==> src/rtl/rtl_settings_pkg.sv <==
// Shared settings for the memory checker command path.
//   TRANS_CNT_W  : width of transaction counters
//   test_mode_t  : test operating mode
//   cmd_state_t  : command issuer FSM states
//   decode_mode(): maps the raw 2-bit mode input onto test_mode_t
package rtl_settings_pkg;

  localparam int TRANS_CNT_W = 16;

  typedef enum logic [1:0] {
    WRITE_ONLY = 2'd0,
    READ_ONLY  = 2'd1,
    WRITE_READ = 2'd2
  } test_mode_t;

  typedef enum logic [2:0] {
    ST_IDLE,
    ST_LOAD,
    ST_WRITE,
    ST_READ,
    ST_NEXT
  } cmd_state_t;

  // Code 3 is reserved and behaves like a plain write test.
  function automatic test_mode_t decode_mode(input logic [1:0] mode_raw);
    case (mode_raw)
      2'd1:    return READ_ONLY;
      2'd2:    return WRITE_READ;
      default: return WRITE_ONLY;
    endcase
  endfunction

endpackage

==> src/rtl/mem_cmd_block_if.sv <==
// Avalon-MM command bus between the command issuer and the memory under test.
//   amm_address     : word address of the command
//   amm_burstcount  : beats in the burst
//   amm_write       : write request
//   amm_writedata   : write beat data
//   amm_read        : read request
//   amm_waitrequest : slave stall
// master modport: command issuer side; slave modport: memory side.
interface mem_cmd_block_if #(
  parameter int ADDR_W  = 32,
  parameter int DATA_W  = 128,
  parameter int BURST_W = 8
);
  logic [ADDR_W-1:0]  amm_address;
  logic [BURST_W-1:0] amm_burstcount;
  logic               amm_write;
  logic [DATA_W-1:0]  amm_writedata;
  logic               amm_read;
  logic               amm_waitrequest;

  modport master (
    output amm_address, amm_burstcount, amm_write, amm_writedata, amm_read,
    input  amm_waitrequest
  );

  modport slave (
    input  amm_address, amm_burstcount, amm_write, amm_writedata, amm_read,
    output amm_waitrequest
  );
endinterface

==> src/rtl/mem_cmd_block_wr_data_gen.sv <==
// Write data generator: every byte of the word is pattern + beat index (mod 256).
// Also used by the data checker to build expected read data.
//   pattern_i : base byte
//   beat_i    : 0-based beat index within the burst
//   data_o    : replicated DATA_W-bit word
module wr_data_gen #(
  parameter int DATA_W  = 128,
  parameter int BURST_W = 8
) (
  input  logic [7:0]         pattern_i,
  input  logic [BURST_W-1:0] beat_i,
  output logic [DATA_W-1:0]  data_o
);
  logic [7:0] byte_val;

  // Only the low 8 bits of the beat index matter for a mod-256 sum.
  assign byte_val = pattern_i + 8'(beat_i);

  genvar gi;
  generate
    for (gi = 0; gi < DATA_W / 8; gi++) begin : g_byte
      assign data_o[gi*8 +: 8] = byte_val;
    end
  endgenerate
endmodule

==> src/rtl/mem_cmd_block.sv <==
// Command issuer: takes addresses from the address generator and issues
// Avalon-MM write and/or read bursts for a programmed number of transactions.
//   clk_i, rst_i       : clock, synchronous active-high reset
//   test_start_i       : start pulse (ignored while busy)
//   test_mode_i        : 0 write, 1 read, 2 write-then-read, 3 as write
//   trans_cnt_i        : number of transactions
//   burst_len_i        : beats per burst (0 means 1)
//   data_pattern_i     : base byte for write data
//   next_addr_i        : current address from the generator
//   next_addr_en_o     : advance-generator pulse
//   amm                : Avalon-MM master command bus
//   busy_o             : run in progress
//   trans_done_o       : one-cycle completion pulse
//   trans_cnt_o        : completed transactions
module mem_cmd_block
  import rtl_settings_pkg::*;
#(
  parameter int ADDR_W  = 32,
  parameter int DATA_W  = 128,
  parameter int BURST_W = 8
) (
  input  logic                   clk_i,
  input  logic                   rst_i,
  input  logic                   test_start_i,
  input  logic [1:0]             test_mode_i,
  input  logic [TRANS_CNT_W-1:0] trans_cnt_i,
  input  logic [BURST_W-1:0]     burst_len_i,
  input  logic [7:0]             data_pattern_i,
  input  logic [ADDR_W-1:0]      next_addr_i,
  output logic                   next_addr_en_o,
  mem_cmd_block_if.master        amm,
  output logic                   busy_o,
  output logic                   trans_done_o,
  output logic [TRANS_CNT_W-1:0] trans_cnt_o
);

  cmd_state_t             state_q, state_d;
  test_mode_t             mode_q, mode_d;
  logic [TRANS_CNT_W-1:0] total_q, total_d;
  logic [TRANS_CNT_W-1:0] done_cnt_q, done_cnt_d;
  logic [BURST_W-1:0]     burst_q, burst_d;
  logic [BURST_W-1:0]     beat_q, beat_d;
  logic [7:0]             pattern_q, pattern_d;
  logic [ADDR_W-1:0]      addr_q, addr_d;
  logic                   busy_q, busy_d;
  logic                   done_q, done_d;
  logic                   wr_cmd, rd_cmd;
  logic                   last_txn;
  logic [DATA_W-1:0]      wdata;

  // Compare in 17 bits so a count of 65535 never sees a wrapped sum.
  assign last_txn = ({1'b0, done_cnt_q} + 17'd1) == {1'b0, total_q};

  always_ff @(posedge clk_i) begin
    if (rst_i) begin
      state_q    <= ST_IDLE;
      mode_q     <= WRITE_ONLY;
      total_q    <= '0;
      done_cnt_q <= '0;
      burst_q    <= '0;
      beat_q     <= '0;
      pattern_q  <= '0;
      addr_q     <= '0;
      busy_q     <= 1'b0;
      done_q     <= 1'b0;
    end else begin
      state_q    <= state_d;
      mode_q     <= mode_d;
      total_q    <= total_d;
      done_cnt_q <= done_cnt_d;
      burst_q    <= burst_d;
      beat_q     <= beat_d;
      pattern_q  <= pattern_d;
      addr_q     <= addr_d;
      busy_q     <= busy_d;
      done_q     <= done_d;
    end
  end

  always_comb begin
    state_d        = state_q;
    mode_d         = mode_q;
    total_d        = total_q;
    done_cnt_d     = done_cnt_q;
    burst_d        = burst_q;
    beat_d         = beat_q;
    pattern_d      = pattern_q;
    addr_d         = addr_q;
    busy_d         = busy_q;
    done_d         = 1'b0;
    wr_cmd         = 1'b0;
    rd_cmd         = 1'b0;
    next_addr_en_o = 1'b0;

    case (state_q)
      ST_IDLE: begin
        // Only IDLE has busy low, so a start anywhere else is ignored.
        if (test_start_i) begin
          mode_d     = decode_mode(test_mode_i);
          total_d    = trans_cnt_i;
          burst_d    = (burst_len_i == '0) ? BURST_W'(1) : burst_len_i;
          pattern_d  = data_pattern_i;
          done_cnt_d = '0;
          beat_d     = '0;
          if (trans_cnt_i == '0) begin
            done_d = 1'b1;
          end else begin
            busy_d  = 1'b1;
            state_d = ST_LOAD;
          end
        end
      end

      ST_LOAD: begin
        addr_d  = next_addr_i;
        state_d = (mode_q == READ_ONLY) ? ST_READ : ST_WRITE;
      end

      ST_WRITE: begin
        wr_cmd = 1'b1;
        if (!amm.amm_waitrequest) begin
          if (beat_q == burst_q - BURST_W'(1)) begin
            beat_d  = '0;
            state_d = (mode_q == WRITE_READ) ? ST_READ : ST_NEXT;
          end else begin
            beat_d = beat_q + BURST_W'(1);
          end
        end
      end

      ST_READ: begin
        rd_cmd = 1'b1;
        if (!amm.amm_waitrequest) begin
          state_d = ST_NEXT;
        end
      end

      ST_NEXT: begin
        done_cnt_d = done_cnt_q + TRANS_CNT_W'(1);
        if (last_txn) begin
          done_d  = 1'b1;
          busy_d  = 1'b0;
          state_d = ST_IDLE;
        end else begin
          // Generator advances on this edge; LOAD then samples the new address.
          next_addr_en_o = 1'b1;
          state_d        = ST_LOAD;
        end
      end

      default: state_d = ST_IDLE;
    endcase
  end

  wr_data_gen #(
    .DATA_W  (DATA_W),
    .BURST_W (BURST_W)
  ) u_wr_data_gen (
    .pattern_i (pattern_q),
    .beat_i    (beat_q),
    .data_o    (wdata)
  );

  assign amm.amm_address    = addr_q;
  assign amm.amm_burstcount = burst_q;
  assign amm.amm_write      = wr_cmd;
  assign amm.amm_read       = rd_cmd;
  assign amm.amm_writedata  = wdata;

  assign busy_o       = busy_q;
  assign trans_done_o = done_q;
  assign trans_cnt_o  = done_cnt_q;

endmodule

==> src/flat_wrapper.sv <==
// flat-port wrapper written by rule: the top's interface ports become plain ports
module mem_cmd_block_flat import rtl_settings_pkg::*;
#(
  parameter int ADDR_W  = 32,
  parameter int DATA_W  = 128,
  parameter int BURST_W = 8
)
  (clk_i, rst_i, test_start_i, test_mode_i, trans_cnt_i, burst_len_i, data_pattern_i, next_addr_i, next_addr_en_o, busy_o, trans_done_o, trans_cnt_o, amm_amm_address, amm_amm_burstcount, amm_amm_write, amm_amm_writedata, amm_amm_read, amm_amm_waitrequest);
  mem_cmd_block_if #(.ADDR_W(ADDR_W), .DATA_W(DATA_W), .BURST_W(BURST_W)) amm_i ();
  input  logic clk_i;
  input  logic rst_i;
  input  logic test_start_i;
  input  logic [1:0] test_mode_i;
  input  logic [TRANS_CNT_W-1:0] trans_cnt_i;
  input  logic [BURST_W-1:0] burst_len_i;
  input  logic [7:0] data_pattern_i;
  input  logic [ADDR_W-1:0] next_addr_i;
  output logic next_addr_en_o;
  output logic busy_o;
  output logic trans_done_o;
  output logic [TRANS_CNT_W-1:0] trans_cnt_o;
  output wire logic [$bits(amm_i.amm_address)-1:0] amm_amm_address;
  output wire logic [$bits(amm_i.amm_burstcount)-1:0] amm_amm_burstcount;
  output wire logic [$bits(amm_i.amm_write)-1:0] amm_amm_write;
  output wire logic [$bits(amm_i.amm_writedata)-1:0] amm_amm_writedata;
  output wire logic [$bits(amm_i.amm_read)-1:0] amm_amm_read;
  input wire logic [$bits(amm_i.amm_waitrequest)-1:0] amm_amm_waitrequest;
  assign amm_amm_address = amm_i.amm_address;
  assign amm_amm_burstcount = amm_i.amm_burstcount;
  assign amm_amm_write = amm_i.amm_write;
  assign amm_amm_writedata = amm_i.amm_writedata;
  assign amm_amm_read = amm_i.amm_read;
  assign amm_i.amm_waitrequest = amm_amm_waitrequest;
  mem_cmd_block #(.ADDR_W(ADDR_W), .DATA_W(DATA_W), .BURST_W(BURST_W)) u_core (.clk_i(clk_i), .rst_i(rst_i), .test_start_i(test_start_i), .test_mode_i(test_mode_i), .trans_cnt_i(trans_cnt_i), .burst_len_i(burst_len_i), .data_pattern_i(data_pattern_i), .next_addr_i(next_addr_i), .next_addr_en_o(next_addr_en_o), .amm(amm_i), .busy_o(busy_o), .trans_done_o(trans_done_o), .trans_cnt_o(trans_cnt_o));
endmodule
==> config.mk <==
export PLATFORM = sky130hd
export DESIGN_NAME = mem_cmd_block_flat
export DESIGN_NICKNAME = d
export VERILOG_FILES = /design/src/rtl/rtl_settings_pkg.sv /design/src/rtl/mem_cmd_block_if.sv /design/src/rtl/mem_cmd_block_wr_data_gen.sv /design/src/rtl/mem_cmd_block.sv /design/src/flat_wrapper.sv
export SDC_FILE = /design/constraint.sdc
export NUM_CORES = 1
export LEC_CHECK = 0
export CORE_AREA = 2 2 125 127
export CTS_CLUSTER_SIZE = 28
export DETAILED_ROUTE_END_ITERATION = 16
export DIE_AREA = 0 0 127 129
export PLACE_DENSITY = 0.76
export RECOVER_POWER = 50
export SKIP_LAST_GASP = 1
export SYNTH_ARGS = -nofsm -noshare
export SYNTH_HDL_FRONTEND = slang
export SYNTH_SLANG_ARGS = --single-unit
==> constraint.sdc <==
create_clock -name clk_i -period 2.85 [get_ports clk_i]
set_input_delay 0.57 -clock clk_i [delete_from_list [all_inputs] [get_ports clk_i]]
set_output_delay 0.57 -clock clk_i [all_outputs]
set_load 0.01 [all_outputs]
### After elaboration in Yosys (flattened, before gate mapping)

Index checks and enable logic that the tools add are counted.

| storage, ports and cells | value |
|---|---|
| bits in registers | 95 |
| logic and storage cells | 70 |

| cells by class | value |
|---|---|
| add/subtract/negate cells | 5 |
| eq/ne operators | 16 |
| mux-type cells | 29 |
| reductions and logical operators | 10 |

Operators by type and width:

| cell | number |
|---|---|
| $mux W8 | 4 |
| $pmux W16 S2 | 1 |
| $mux W3 | 6 |
| $add A16 B1 Y17 const B | 1 |
| $eq A17 B16 Y1 | 1 |
| $add A16 B1 Y16 const B | 1 |
| $logic_not A16 Y1 | 1 |
| $mux W16 | 1 |
| $pmux W8 S2 | 1 |
| $pmux W3 S5 | 1 |
| $mux W1 | 12 |
| $add A8 B1 Y8 const B | 1 |
| $add A8 B8 Y8 | 1 |
| $eq A8 B8 Y1 | 1 |
| $logic_not A8 Y1 | 1 |
| $ne A2 B2 Y1 const B | 4 |
| $sub A8 B1 Y8 const B | 1 |
| $eq A3 B2 Y1 const B | 2 |
| $reduce_and A5 Y1 | 1 |
| $eq A2 B1 Y1 const B | 2 |
| $eq A2 B2 Y1 const B | 2 |
| $ne A2 B1 Y1 const B | 2 |
| $pmux W1 S2 | 2 |
| $pmux W2 S2 | 1 |
| other kinds (7) | 9 |

### Logic depth before layout (Yosys ltp)

Gate-level depths: netlist of run 1.

| depth | value |
|---|---|
| depth in word-level cells | 5 |
| gate-level depth with buffers | 10 |
| gate-level depth less buffers | 9 |

### Modules after synthesis

From an unflattened synthesis of run 1, not the netlist that was laid out.

| unflattened totals | value |
|---|---|
| cell total of the unflattened synthesis | 736 |
| area total of the unflattened synthesis | 5709.2 um2 |

Modules (own cells, without submodules):

| module | times used | cells each | area an instance (um2) |
|---|---|---|---|
| mem_cmd_block | 1 | 574 | 4476.8 |
| wr_data_gen | 1 | 162 | 1232.4 |

### Worst setup path after synthesis of run 1

No wires, ideal clock.

| timing | value |
|---|---|
| path kind | reg2out |
| start point | register u_core.beat_q[0] |
| end point | output amm_amm_writedata[102] |
| data arrival time | 2.626 ns |
| required time | 2.280 ns |
| setup slack | -0.346 ns |
| stages on the path, launching flop included | 11 |
| buffers on the path | 1 |
| cells stage by stage | dfxtp_1 -> ha_1 -> inv_1 -> fa_1 -> inv_1 -> a21oi_1 -> o21bai_1 -> a21o_1 -> a21oi_1 -> xnor2_1 -> buf_4 |

| on the way | value |
|---|---|
| word-level cells in the longest chain between the ends | 1 |

Ends and longest elaborated chain:

| item | RTL line | text |
|---|---|---|
| from (decl) | mem_cmd_block.sv:42 | `logic [BURST_W-1:0] beat_q, beat_d;` |
| from (signal assigned) | mem_cmd_block.sv:72 | `beat_q <= beat_d;` |
| $add A8 B8 Y8 | mem_cmd_block_wr_data_gen.sv:17 | `assign byte_val = pattern_i + 8'(beat_i);` |
| to (decl) | flat_wrapper.sv:25 | `output wire logic [$bits(amm_i.amm_writedata)-1:0] amm_amm_writedata;` |

Every way passes these cells.

### Worst setup path in the final report of run 1

| timing | value |
|---|---|
| start point | register u_core.done_cnt_q[1] (netlist: u_core.trans_cnt_o[1]) |
| end point | output next_addr_en_o |

| on the way | value |
|---|---|
| word-level cells in the longest chain between the ends | 4 |

Ends and longest elaborated chain:

| item | RTL line | text |
|---|---|---|
| from (decl) | mem_cmd_block.sv:40 | `logic [TRANS_CNT_W-1:0] done_cnt_q, done_cnt_d;` |
| from (signal assigned) | mem_cmd_block.sv:70 | `done_cnt_q <= done_cnt_d;` |
| $add A16 B1 Y17 | mem_cmd_block.sv:52 | `assign last_txn = ({1'b0, done_cnt_q} + 17'd1) == {1'b0, total_q};` |
| $eq A17 B16 Y1 | mem_cmd_block.sv:52 |  |
| $mux W1 | mem_cmd_block.sv:140 | `if (last_txn) begin` |
| $mux W1 | mem_cmd_block.sv:95 | `case (state_q)` |
| to (decl) | flat_wrapper.sv:18 | `output logic next_addr_en_o;` |

Every way passes these cells.

==> results by group, run 1 <==
Placement
  – Placed cell count: 1086
  – Placement Cell Area: 0.00798 mm²
  – Routability cong.: 0.835
  – Dpl hpwl: 11900 µm
  – Number of buffers added on ports: 258

Drt
  – Antenna viol nets, final: 0
  – Vias post-DR: 5564
  – Vias per cell: 4.90
  – Routed wl met3: 1280 µm
  – Met1 WL: 6710 µm
  – # DRC: 0
  – Final WL: 17200 µm
  – DRT iter0 DRCs: 212
  – 1st-pass router iterations: 4
  – Wire per inst: 15.1 µm
  – Routed length on met2: 8740 µm
  – Uppermost layer routed: met4

STA
  – Final period utilization: 106%
  – RSZ-0062 raised after global routing: true
  – Final min period: 3.02 ns
  – Final worst slack: -0.172 ns
  – Fmax: 331 MHz
  – Relative max-transition margin: 47.6%
  – Final Setup Violations: 17
  – Final slew viol count: 0
  – Tightest Pin Transition: 0.786 ns
  – Final Hold Viols: 0
  – Clock Skews: 0.00501 ns

Critical path
  – Crit path max-delay family: simple AND/OR/NAND/NOR gates
  – CP max stage cell: dfxtp_4
  – Crit path launch: u_core.trans_cnt_o[1]$_SDFFE_PP0P_
  – End of the critical path: next_addr_en_o
  – Setup crit end kind: output port
  – Crit start category: flip-flop
  – Worst R2R Path Depth: 11
  – Reg2reg start: u_core.trans_cnt_o[1]$_SDFFE_PP0P_
  – Crit Path Category: reg -> out
  – FF-to-FF setup slack: 0.38 ns
  – CP Depth: 10
  – CP peak stage delay: 0.37 ns
  – R2R Path End: u_core.state_q[0]$_SDFFE_PP0P_
  – CP cell instances: ha_4 -> nand4_4 -> buf_6 -> nor4_4 -> xnor2_1 -> a2111oi_2 -> and4_4 -> and3_4 -> nor2_1 -> buf_2
  – Bufs and invs on worst path: 2
  – CP required: 2.28 ns
  – Arr. time, crit path: 2.45 ns
  – Crit-path max FO: 5

Global route
  – First-pass GRT wire length: 25400 µm
  – Initial antenna violation count: 1
  – Number of global-route vias before repair: 5232
  – Pin count of the biggest net entering global routing: 66
  – Tot GR Track Use: 19.5%
  – GRT overflow: 0

Clock tree
  – CTS root buf: clkbuf_16
  – CTS tree: done
  – CTS sink cnt: 95
  – Clock network latency to the later pin of the worst-skew pair: 0.35 ns
  – Max clock buf depth: 2
  – CTS H-tree depth: 3
  – Cts bufs inserted: 9
  – Clock-pin slew on the worst setup and hold paths: 0.07 ns

Die
  – Die span in x: 127 µm
  – Top Ports: 259
  – Row count: 45
  – Die Ht: 129 µm
  – Initial Utilization: 37.3%
  – Core area: 0.0150 mm²
  – Die area: 0.0164 mm²

Layout
  – Nets@finish: 1022
  – Finished Layout Cells: 1135
  – Layout cells sized above 1: 23.9%
  – Area of the multi-input gates: 0.00281 mm²
  – # fillers: 1341
  – Final Cell Area: 0.00867 mm²
  – Area growth syn-to-layout: 55.0%
  – FF+latch area: 0.00192 mm²

Pwr
  – Pleak: 0.00399 µW
  – Clock power share: 23.7%
  – Peak supply drop: 445 µV
  – Internal: 3190 µW
  – Pwr Density: 562 mW/mm²
  – Psw: 1680 µW
  – Part of the power in registers: 32.9%
  – Combinational Power Share: 43.4%
  – Sw Ratio: 34.5%

Yosys
  – Post-Syn Area: 0.00559 mm²
  – Avg Cell Area, Syn: 7.71 µm²
  – Post-synthesis sequential area ratio: 34.0%
  – EDFF count, synth: 0
  – Mapped Cells: 725
  – Cell taking the most area after synthesis: dfxtp_1
  – Prevailing post-synth register cell: dfxtp_1
  – Post-synthesis register bit count: 95
  – Syn nets: 806
  – Ys Warns: 0
  – Yosys top cell area share: 34.0%
  – Unique masters post-synth: 51
  – Ranking of synthesized cells by area: dfxtp_1, buf_4, nand2_1
  – Synth async-reset ratio: 0%

Status
  – Status: finished with violations
  – Failing checks: negative setup slack

Flow run
  – Max Cap Viol: 0

Hold path
  – Hold WC Path Type: reg -> reg
-- synthesized netlist by cell type (5+ instances only) --
master    count
a211oi_1      7
a21o_1        5
a21oi_1      94
and3_1        6
buf_4       120
clkbuf_1     32
dfxtp_1      95
ha_1         10
inv_1        15
nand2_1     143
nand3_1      11
nand3b_1      6
nand4_1       7
nor2_1       38
nor3_1        8
nor4_1       11
o21ai_0      18
or3_1         5
or4_1         6
xnor2_1      30
xor2_1       14
-- power groups by stage --
stage / combinational (µW) / clock (µW) / sequential (µW)
global placement: 2100 / 0 / 1620
global route: 2310 / 1240 / 1630
floorplan: 1340 / 0 / 1630
detailed placement: 2120 / 0 / 1630
finish: 2120 / 1150 / 1600
CTS: 2180 / 1200 / 1610
-- layout make-up --
class	count	share of cell area (%)
inverter	15	0.693
antenna	1	0.0289
multi-input combinational	460	32.4
tap	188	2.71
clock buffer	11	2.80
sequential	95	22.1
timing repair inverter	1	0.0866
timing repair buffer	359	38.7
clock inverter	5	0.476
-- through the flow --
| step | utilization, % | hold WS [ns] | total power [µW] | worst slack [ns] | TNS [ns] |
|---|---|---|---|---|---|
| 6_report | 57.9 | 0.449 | 4870 | -0.172 | -1.46 |
| 3_3_place_gp | 53.3 | 0.441 | 3730 | -0.194 | -3.56 |
| 2_1_floorplan | - | 0.441 | 2970 | -0.0345 | -0.517 |
| 4_1_cts | 57.5 | 0.455 | 4990 | -0.242 | -3.66 |
| 3_5_place_dp | 53.3 | 0.446 | 3760 | -0.210 | -4.67 |
| 5_1_grt | 57.9 | 0.468 | 5180 | -0.301 | -5.06 |
-- tightest hold or removal path, delay by kind of cell, from the launching register on --
| family | cells | cell delay (ns) |
|---|---|---|
| flip-flops | 1 | 0.30 |
| AND/OR/NAND/NOR | 1 | 0.05 |
| AO/OA/AOI/OAI | 1 | 0.05 |
-- timing repair --
item | CTS | global route
endpoints found under the setup margin | 113 | 104
gates cloned | 6 | 1
setup buffers | 13 | 15
hold buffers | 0 | 0
pin swaps | 20 | 17
gates resized for setup | 248 | 114
-- placed cells by master (no fill, tap or decap), types with 4 or more instances in the layout --
cell	count
o21ai_0	17
a21o_1	5
a21oi_1	90
nand2_1	142
xor2_1	13
or3_1	5
inv_1	12
xnor2_1	25
buf_2	8
a211oi_1	6
nand3b_1	6
clkbuf_16	12
dfxtp_1	88
nor3_1	5
nor4_1	11
clkdlybuf4s50_1	110
dlygate4sd2_1	8
buf_6	44
nor2_1	38
nand4_1	7
or4_1	6
ha_1	6
dfxtp_2	5
a21oi_2	4
dlymetal6s2s_1	24
buf_4	79
nand3_1	11
ha_4	4
dlygate4sd3_1	50
clkinvlp_4	4
and3_1	5
clkbuf_2	31
-- routing by layer --
| layer | up-vias | GRT usage, % |
|---|---|---|
| li1 | 2770 | - |
| met1 | 2552 | 21.4 |
| met2 | 213 | 35.3 |
| met3 | 29 | 4.82 |
| met4 | 0 | 9.18 |
| met5 | - | 0 |
-- kinds of logic (layout without fill, tap and decap cells) --
kind of cell             Yosys count  count (layout)  synth area share (%)
XOR/XNOR                          44              44                  6.89
other                              0               1                     0
adder cells (fa/ha/maj)           11              11                  2.60
multiplexers                       3               3                 0.537
AO/OA/AOI/OAI                    143             143                  14.6
AND/OR/NAND/NOR                  259             259                  21.9
buffers and inverters            170             391                  19.5
flip-flops                        95              95                  34.0
-- worst min-delay path by stage --
stage                                                  startpoint  depth (start not counted)                                       to
final                      u_core.amm.amm_address[0]$_SDFFE_PP0P_                          2   u_core.amm.amm_address[0]$_SDFFE_PP0P_
after global routing      u_core.amm.amm_address[24]$_SDFFE_PP0P_                          2  u_core.amm.amm_address[24]$_SDFFE_PP0P_
after CTS                  u_core.amm.amm_address[0]$_SDFFE_PP0P_                          2   u_core.amm.amm_address[0]$_SDFFE_PP0P_
after detailed placement   u_core.amm.amm_address[0]$_SDFFE_PP0P_                          2   u_core.amm.amm_address[0]$_SDFFE_PP0P_
after global placement    u_core.amm.amm_address[24]$_SDFFE_PP0P_                          2  u_core.amm.amm_address[24]$_SDFFE_PP0P_
after floorplan                     u_core.mode_q[0]$_SDFFE_PP0P_                          2            u_core.mode_q[0]$_SDFFE_PP0P_
-- sequential cells by signal (all words and copies together), names as in the netlist --
| name | flops |
|---|---|
| u_core.mode_q | 2 |
| u_core.amm.amm_address | 32 |
| u_core.amm.amm_burstcount | 8 |
| u_core.trans_cnt_o | 16 |
| u_core.state_q | 3 |
| u_core.pattern_q | 8 |
| u_core.total_q | 16 |
| u_core.busy_o | 1 |
| u_core.beat_q | 8 |
| u_core.trans_done_o | 1 |
No activity file was read; power rests on OpenSTA's default activity.
==> inputs of run 2 (changes only) <==
--- a/config.mk
+++ b/config.mk
@@ -5,11 +5,13 @@
 export SDC_FILE = /design/constraint.sdc
 export NUM_CORES = 1
 export LEC_CHECK = 0
-export CORE_AREA = 2 2 125 127
+export CELL_PAD_IN_SITES_DETAIL_PLACEMENT = 1
+export CELL_PAD_IN_SITES_GLOBAL_PLACEMENT = 2
+export CORE_AREA = 2 2 171 173
 export CTS_CLUSTER_SIZE = 28
 export DETAILED_ROUTE_END_ITERATION = 16
-export DIE_AREA = 0 0 127 129
-export PLACE_DENSITY = 0.76
+export DIE_AREA = 0 0 173 175
+export PLACE_DENSITY_LB_ADDON = 0.1
 export RECOVER_POWER = 50
 export SKIP_LAST_GASP = 1
 export SYNTH_ARGS = -nofsm -noshare
==> results by group, run 2 (synthesized netlist as in run 1, its figures left out) <==
Status
  – Status: finished with violations (unchanged)
  – Failing checks: negative setup slack (unchanged)

Clock tree
  – Cts bufs inserted: 9 (unchanged)
  – CTS H-tree depth: 3 (unchanged)
  – CTS tree: done (unchanged)
  – Clock-pin slew on the worst setup and hold paths: 0.08 ns (was 0.07 ns)
  – CTS sink cnt: 95 (unchanged)
  – CTS root buf: clkbuf_16 (unchanged)
  – Clock network latency to the later pin of the worst-skew pair: 0.35 ns (about the same)
  – Hold Buf Count CTS: 0 (unchanged)
  – Max clock buf depth: 2 (unchanged)

STA
  – Relative max-transition margin: 20.9% (was 47.6%)
  – Final slew viol count: 0 (unchanged)
  – Final Hold Viols: 0 (unchanged)
  – Clock Skews: 0.00991 ns (was 0.00501 ns)
  – Final min period: 3.14 ns (was 3.02 ns)
  – Final period utilization: 110% (was 106%)
  – RSZ-0062 raised after global routing: true (unchanged)
  – Tightest Pin Transition: 1.19 ns (was 0.786 ns)
  – Fmax: 319 MHz (was 331 MHz)
  – Hold slack: 0.455 ns (was 0.449 ns)
  – Final worst slack: -0.286 ns (was -0.172 ns)
  – Final Setup Violations: 15 (was 17)

Drt
  – DRT iter0 DRCs: 144 (was 212)
  – Wire per inst: 15.8 µm (was 15.1 µm)
  – 1st-pass router iterations: 4 (unchanged)
  – Final WL: 21400 µm (was 17200 µm)
  – Vias per cell: 4.22 (was 4.90)
  – # DRC: 0 (unchanged)
  – Antenna viol nets, final: 0 (unchanged)
  – Vias post-DR: 5709 (was 5564)

Pwr
  – Pleak: 0.00395 µW (was 0.00399 µW)
  – Pwr Density: 580 mW/mm² (was 562 mW/mm²)
  – Peak supply drop: 211 µV (was 445 µV)

Critical path
  – CP peak stage delay: 0.51 ns (was 0.37 ns)
  – CP required: 2.28 ns (about the same)
  – Setup crit end kind: output port (unchanged)
  – CP max stage cell: or4_1 (was dfxtp_4)
  – Crit-path max FO: 3 (was 5)
  – Crit Path Category: reg -> out (unchanged)
  – Crit start category: flip-flop (unchanged)
  – Arr. time, crit path: 2.57 ns (was 2.45 ns)
  – CP cell instances: nand4_1 -> buf_4 -> or4_1 -> o211a_1 -> a2111oi_2 -> and4_4 -> and3_4 -> nor2_4 -> buf_6 (was ha_4 -> nand4_4 -> buf_6 -> nor4_4 -> xnor2_1 -> a2111oi_2 -> and4_4 -> and3_4 -> nor2_1 -> buf_2)

Layout
  – Commonest non-fill, non-tap cell in the layout: nand2_1 (unchanged)
  – Largest register FFs: 32 (unchanged)
  – Layout cells sized above 1: 25.4% (was 23.9%)
  – # diodes: 0 (was 1)
  – Post-layout util: 32.4% (was 57.9%)
  – Nets@finish: 1044 (was 1022)
  – Area growth syn-to-layout: 64.6% (was 55.0%)
  – Final Cell Area: 0.00921 mm² (was 0.00867 mm²)
  – Most frequent cells in the layout: nand2_1, clkdlybuf4s50_1, buf_4, a21oi_1, dfxtp_1 (was nand2_1, clkdlybuf4s50_1, a21oi_1, dfxtp_1, buf_4)

Die
  – Core area: 0.0284 mm² (was 0.0150 mm²)
  – Top Ports: 259 (unchanged)
  – Die Ht: 175 µm (was 129 µm)
  – Row count: 62 (was 45)
  – Die area: 0.0303 mm² (was 0.0164 mm²)
  – Die span in x: 173 µm (was 127 µm)
  – Initial Utilization: 19.7% (was 37.3%)

Global route
  – Number of global-route vias before repair: 6064 (was 5232)
  – First-pass GRT wire length: 33500 µm (was 25400 µm)
  – Pin count of the biggest net entering global routing: 88 (was 66)
  – Tot GR Track Use: 13.8% (was 19.5%)
  – Initial antenna violation count: 0 (was 1)
  – GRT overflow: 0 (unchanged)

Flow run
  – Max Cap Viol: 0 (unchanged)

Placement
  – Placement Cell Area: 0.00834 mm² (was 0.00798 mm²)
  – Routability cong.: 0.766 (was 0.835)
  – Dpl hpwl: 15600 µm (was 11900 µm)
  – Number of buffers added on ports: 258 (unchanged)

Hold path
  – Hold WC Path Type: reg -> reg (unchanged)
[run 2: cell types whose count changed in the layout (fill, tap and decap cells not counted), sizes merged]
| cell | previous run | this run |
|---|---|---|
| dlymetal6s2s | 24 | 4 |
| dlygate4sd3 | 50 | 55 |
| dlygate4sd2 | 8 | 27 |
| clkbuf | 46 | 30 |
| clkinvlp | 4 | 3 |
| diode | 1 | 0 |
| bufinv | 0 | 3 |
| clkinv | 1 | 0 |
| clkdlybuf4s15 | 0 | 2 |
| clkdlybuf4s50 | 110 | 104 |
| buf | 132 | 169 |
[run 2: per-layer routing]
layer  vias up  share of wire (%)  track usage, %
li1       2787                  -               -
met1      2752                 42            15.8
met2       149                 51            25.4
met3        21                4.5            3.11
met4         0                1.5            4.03
met5         -                  0               0
[run 2: layout make-up]
| type | instances | area [µm²] |
|---|---|---|
| Clock buffer | 10 | 229 |
| Clock inverter | 6 | 115 |
| Fill cell | 3336 | 19200 |
| Inverter | 15 | 60.1 |
| Multi-Input combinational cell | 460 | 2810 |
| Sequential cell | 95 | 1910 |
| Tap cell | 384 | 480 |
| Timing Repair Buffer | 381 | 3590 |
| Timing Repair inverter | 1 | 7.51 |
[run 2: timing repair]
action	CTS	global route
gates cloned	5	2
pin swaps	17	15
buffers inserted	16	16
resized for setup	273	118
endpoints found under the hold margin	0	0
setup endpoints to repair	113	88
[run 2: report_power, final]
part / internal, µW / switching (µW) / leakage, µW
clock network: 866 / 586 / 0.000164
registers: 1480 / 130 / 0.000778
logic: 1170 / 1110 / 0.00301
[run 2: per-stage QoR]
| stage | TNS (ns) | cells | power, µW | setup slack [ns] |
|---|---|---|---|---|
| 2_1_floorplan | -0.517 | 725 | 2970 | -0.0345 |
| 3_3_place_gp | -5.30 | 1298 | 3830 | -0.286 |
| 3_5_place_dp | -5.99 | 1298 | 3870 | -0.316 |
| 4_1_cts | -3.82 | 1335 | 5400 | -0.239 |
| 5_1_grt | -7.29 | 1352 | 5670 | -0.367 |
| 6_report | -1.22 | 1352 | 5340 | -0.286 |
[run 2: path summary, 6_finish.rpt]
path	from	end	slack [ns]	depth (start not counted)
max	u_core.trans_cnt_o[10]$_SDFFE_PP0P_	next_addr_en_o	-0.29	9
min	u_core.amm.amm_address[14]$_SDFFE_PP0P_	u_core.amm.amm_address[14]$_SDFFE_PP0P_	0.45	2
max reg2reg	u_core.state_q[0]$_SDFFE_PP0P_	u_core.trans_cnt_o[4]$_SDFFE_PP0P_	0.29	8
min reg2reg	u_core.amm.amm_address[14]$_SDFFE_PP0P_	u_core.amm.amm_address[14]$_SDFFE_PP0P_	0.45	2
[run 2: critical path: cells and delay by family, from the launching register on]
| family | cells | cell delay (ns) |
|---|---|---|
| simple gates | 5 | 1.21 |
| compound gates | 2 | 0.36 |
| buf+inv | 2 | 0.30 |
| flops | 1 | 0.33 |
